## config.mk

```make
export PLATFORM = sky130hd
export DESIGN_NAME = pattern_lut_cclut_loader
export DESIGN_NICKNAME = d
export VERILOG_FILES = /design/src/rtl/pattern_lut_cclut_loader.sv
export SDC_FILE = /design/constraint.sdc
export NUM_CORES = 1
export LEC_CHECK = 0
export ABC_AREA = 0
export BUFFER_PORTS_ARGS = -buffer_cell sky130_fd_sc_hd__buf_2
export CORE_MARGIN = 3
export CORE_UTILIZATION = 53
export CTS_CLUSTER_DIAMETER = 100
export DETAILED_ROUTE_END_ITERATION = 10
export PLACE_DENSITY = 0.78
export SKIP_CTS_REPAIR_TIMING = 1
export SYNTH_ARGS = -nofsm -noshare
export SYNTH_HDL_FRONTEND = slang
export SYNTH_SLANG_ARGS = --single-unit
```

## constraint.sdc

```tcl
create_clock -name clock -period 5.6 [get_ports clock]
set_input_delay 0.28 -clock clock [delete_from_list [all_inputs] [get_ports clock]]
set_output_delay 0.28 -clock clock [all_outputs]
set_load 0.01 [all_outputs]
```

## src/rtl/pattern_lut_cclut_loader.sv

```systemverilog
// Streams comparator-code LUT words into the per-pattern RAM tables.
// Range-checks each load request and keeps the word count and checksum for readback.
module pattern_lut_cclut_loader #(
  parameter int MXADRB  = 12,
  parameter int MXDATB  = 18,
  parameter int MXPIDB  = 4,
  parameter int PID_MIN = 6,
  parameter int PID_MAX = 10
) (
  input  logic              clock,
  input  logic              reset,
  input  logic              start,
  input  logic [MXPIDB-1:0] start_pid,
  input  logic [MXADRB-1:0] start_adr,
  input  logic [MXADRB:0]   nwords,
  input  logic [MXDATB-1:0] din,
  input  logic              din_vld,
  output logic              din_rdy,
  input  logic              abort,
  output logic              wr_en,
  output logic [MXPIDB-1:0] wr_pid,
  output logic [MXADRB-1:0] wr_adr,
  output logic [MXDATB-1:0] wr_dat,
  output logic              busy,
  output logic              done,
  output logic              err,
  output logic [1:0]        err_code,
  output logic [MXADRB:0]   wcount,
  output logic [15:0]       checksum
);

  typedef enum logic [2:0] {IDLE, CHECK, LOAD, FLUSH, FIN} state_t;

  localparam logic [MXPIDB-1:0] PID_LO   = MXPIDB'(PID_MIN);
  localparam logic [MXPIDB-1:0] PID_HI   = MXPIDB'(PID_MAX);
  localparam logic [MXADRB+1:0] ADR_SPAN = {2'b01, {MXADRB{1'b0}}};

  state_t              state;
  logic [MXPIDB-1:0]   pid;
  logic [MXADRB-1:0]   adr;
  logic [MXADRB:0]     remaining;
  logic [MXADRB+1:0]   end_adr;
  logic                accept;

  assign din_rdy = (state == LOAD) && !abort && (remaining != '0);
  assign accept  = din_vld && din_rdy;
  assign busy    = (state != IDLE);
  // One bit wider than the table so first+count == table size is still representable.
  assign end_adr = {2'b00, adr} + {1'b0, remaining};

  always_ff @(posedge clock) begin
    if (reset) begin
      state     <= IDLE;
      pid       <= '0;
      adr       <= '0;
      remaining <= '0;
      wr_en     <= 1'b0;
      wr_pid    <= '0;
      wr_adr    <= '0;
      wr_dat    <= '0;
      done      <= 1'b0;
      err       <= 1'b0;
      err_code  <= '0;
      wcount    <= '0;
      checksum  <= '0;
    end else begin
      wr_en <= 1'b0;
      done  <= 1'b0;

      if (accept) begin
        wr_en     <= 1'b1;
        wr_dat    <= din;
        wr_pid    <= pid;
        wr_adr    <= adr;
        adr       <= adr + 1'b1;
        remaining <= remaining - 1'b1;
        wcount    <= wcount + 1'b1;
        checksum  <= checksum + din[15:0] + 16'(din[17:16]);
      end

      unique case (state)
        IDLE: begin
          if (start) begin
            pid       <= start_pid;
            adr       <= start_adr;
            remaining <= nwords;
            err       <= 1'b0;
            err_code  <= '0;
            wcount    <= '0;
            checksum  <= '0;
            state     <= CHECK;
          end
        end
        CHECK: begin
          if (abort) begin
            err      <= 1'b1;
            err_code <= 2'd3;
            done     <= 1'b1;
            state    <= FIN;
          end else if (pid < PID_LO || pid > PID_HI) begin
            err      <= 1'b1;
            err_code <= 2'd1;
            done     <= 1'b1;
            state    <= FIN;
          end else if (end_adr > ADR_SPAN) begin
            err      <= 1'b1;
            err_code <= 2'd2;
            done     <= 1'b1;
            state    <= FIN;
          end else if (remaining == '0) begin
            done  <= 1'b1;
            state <= FIN;
          end else begin
            state <= LOAD;
          end
        end
        LOAD: begin
          if (abort) begin
            err      <= 1'b1;
            err_code <= 2'd3;
            done     <= 1'b1;
            state    <= FIN;
          end else if (accept && remaining == {{MXADRB{1'b0}}, 1'b1}) begin
            state <= FLUSH;
          end
        end
        FLUSH: begin
          done  <= 1'b1;
          state <= FIN;
        end
        FIN: state <= IDLE;
        default: state <= IDLE;
      endcase
    end
  end

endmodule

```

==> impl_metrics.yaml <==
worst_setup_path:
  critPathMaxFanout: 3
  crit_path_top_delay_cell: "o41ai_1"
  crit_chain: "fa_1 -> ha_1 -> fa_1 -> a211oi_1 -> nor2_1 -> nor4_1 -> o31ai_1 -> o41ai_1 -> o21ai_1 -> xnor2_1 -> or3_1 -> a21oi_1"
  startpoint: "checksum[1]$_SDFF_PP0_"
  rrSetupSlack_ns: 1.99
  cpPeakStageDelay_ns: 0.44
  critPathTopFamily: "compound AO/OA/AOI/OAI gates"
  arrival_ns: 3.88
  rr_endpoint: "checksum[15]$_SDFF_PP0_"
  path_buf_inv: 0
  start_kind: "flip-flop"
  end_kind: "flip-flop"
  required_ns: 5.87
  reg2reg_depth: 12
  r2r-start: "checksum[1]$_SDFF_PP0_"
  critPathKind: "flip-flop to flip-flop"
  crit_top_cell: "fa_1"
die:
  initial_core_util_pct: 55.45
  die_w_um: 108.1
  rows: 36
  ios: 122
  core_mm2: 0.009955
  fp.dieH_um: 108.1
  die-area_mm2: 0.01168
global_routing:
  grt_pass1_wl_um: 22630
  antenna_found_initial: 1
  grt_use_total_pct: 23.76
  grt_max_degree: 72
  grt_remaining_overflow: 0
  grt_pass1_vias: 5035
cells_and_area:
  utilization_pct: 64.22
  design_area_mm2: 0.006392
  areaGrowthSynthToFinish_pct: 15.80
  layout-drive-gt1-share_pct: 20.95
  nNetsFinal: 872
  fin_cells: 912
  fillers: 883
synthesis:
  synth-xor-area-share_pct: 7.616
  synth.avg_cell_area_um2: 8.252
  seq_area_frac_synth_pct: 36.26
  synth_nets: 768
  synth_mux_area_share_pct: 0.1813
  async_flop_share_pct: 0
  synth_cell_type_count: 59
  synth_compound_area_share_pct: 19.58
  synthTopCellsByArea: "dfxtp_1 36%, ha_1 9.7%, nand2_1 8.6%"
  synthCells: 669
  yosys.area_share.adder_pct: 11.20
  yosysMostFrequentCell: "nand2_1"
  ys_dominant_reg_cell: "dfxtp_1"
  synth_edf_count: 0
  synth.top_cell.area_share_pct: 36.26
  synth_top_family_by_area: "simple AND/OR/NAND/NOR gates"
  yosysWarnings: 0
  synth-seq-cells: 100
  synth_area_leader_cell: "dfxtp_1"
  synth_area_mm2: 0.005520
  synthSimpleGateAreaFrac_pct: 21.94
  synthTopCellsByCount: "126 x nand2_1, 100 x dfxtp_1, 75 x a21oi_1"
power:
  power_frac_comb_pct: 15.2
  peakVddDrop_uv: 136.1
  p_sw_share_pct: 27.78
  power_mw: 1.468
  p_leak_nw: 2.752
  p_int_mw: 1.060
  seqPwrFrac_pct: 52.0
  p_switching_mw: 0.4078
  power_density_mw_per_mm2: 229.7
  power.clock.fraction_pct: 32.8
placed_design:
  hpwl_um: 9918
  placed_cell_area_mm2: 0.006178
  gp_congestion: 0.9251
  dpl.cell_count: 895
  dp_slack_ns: 1.964
  numPortBuffers: 121
outcome:
  status: "complete, no violations"
timing:
  max-slew-margin-rel_pct: 19.59
  hold_ws_ns: 0.1582
  setup_viol: 0
  tns_ns: 0
  setup_slack_ns: 1.988
  tightest_slew_ns: 1.206
  min_period_ns: 3.612
  fin_skew_ns: 0.008097
  drv_slew: 0
  hold_viol: 0
  rsz0062_at_grt: "false"
  period_share_pct: 64.50
  fmax_mhz: 276.9
worst_hold_path:
  hold_path_startpoint: "nwords[12]"
  whs_path_depth: 3
  hold_class: "primary input to flip-flop"
  whs_endpoint: "remaining[12]$_SDFF_PP0_"
detailed_routing:
  wirelength_um: 13480
  via_per_inst: 5.545
  drc: 0
  ant_nets: 0
  wl_per_cell_um: 14.79
  dr.pass1.iters: 4
  vias: 5057
  drt-initial-drc-count: 351
clocking:
  clk_latency_ns: 0.36
  numCtsBuffers: 9
  path_clk_slew_ns: 0.09
  cts_buffer_depth: 2
  cts_num_sinks: 100
  cts_max_level: 3
  cts_root_buf: "clkbuf_8"
  cts_tree: "built"
run:
  drv_cap: 0
-- layout make-up --
| cell class | count | area [µm²] | share of cell area (%) |
|---|---|---|---|
| clock inverter | 5 | 60.06 | 0.9395 |
| antenna | 1 | 2.502 | 0.03915 |
| sequential | 100 | 2002 | 31.32 |
| multi-input combinational | 528 | 3344 | 52.32 |
| timing repair buffer | 124 | 628.1 | 9.826 |
| inverter | 10 | 37.54 | 0.5872 |
| clock buffer | 11 | 151.4 | 2.368 |
| tap | 133 | 166.4 | 2.603 |
-- per-layer routing --
metal	up-vias	routed length [µm]	GRT usage, %
met5	-	0	0
met4	0	354	9.378
met3	27	704	4.478
met2	111	6282	39.96
met1	2356	6142	30.12
li1	2563	-	-
-- sequential cells by signal, indices dropped and copies added, names as in the netlist, 2 cells and up --
name,count
pid,4
err_code,2
wr_pid,4
wcount,13
remaining,13
wr_dat,18
wr_adr,12
state,3
adr,12
checksum,16
-- layout by cell type (no fill, tap or decap), drive strengths merged, types with 7 or more instances in the layout --
master,synthesis,layout
inv,10,10
a211oi,26,26
nor3,10,10
nand2,126,126
buf,13,124
xnor2,21,21
nor2,64,64
or2,7,7
nand4,8,8
nand3,14,14
a21o,10,10
dfxtp,100,100
a21oi,76,76
xor2,27,27
ha,43,43
o21ai,15,15
clkbuf,18,11
-- logic make-up after synthesis --
family / after synthesis
flops: 100
mux: 1
buf+inv: 41
compound gates: 168
simple gates: 264
fa+ha+maj: 47
xor+xnor: 48
-- power groups by stage --
stage | Combinational (mW) | Clock, mW | Sequential, mW
after detailed placement | 0.221 | 0 | 0.779
after global routing | 0.250 | 0.526 | 0.767
final | 0.224 | 0.481 | 0.763
after floorplan | 0.164 | 0 | 0.771
after CTS | 0.223 | 0.495 | 0.763
after global placement | 0.214 | 0 | 0.779
-- how the worst max path moves through the flow --
| stage | endpoint | slack [ns] | cells after the start |
|---|---|---|---|
| after floorplan | checksum[15]$_SDFF_PP0_ | 2.33 | 12 |
| after global placement | checksum[15]$_SDFF_PP0_ | 2.03 | 13 |
| after detailed placement | checksum[15]$_SDFF_PP0_ | 1.96 | 13 |
| after CTS | checksum[15]$_SDFF_PP0_ | 2.01 | 12 |
| after global routing | checksum[15]$_SDFF_PP0_ | 1.68 | 12 |
| final | checksum[15]$_SDFF_PP0_ | 1.99 | 12 |
-- tightest hold or removal path: cells and delay by family --
kind	cells	cell delay (ns)
buffers and inverters	1	0.10
AO/OA/AOI/OAI	1	0.05
AND/OR/NAND/NOR	1	0.04
No activity file was read; power rests on OpenSTA's default activity.
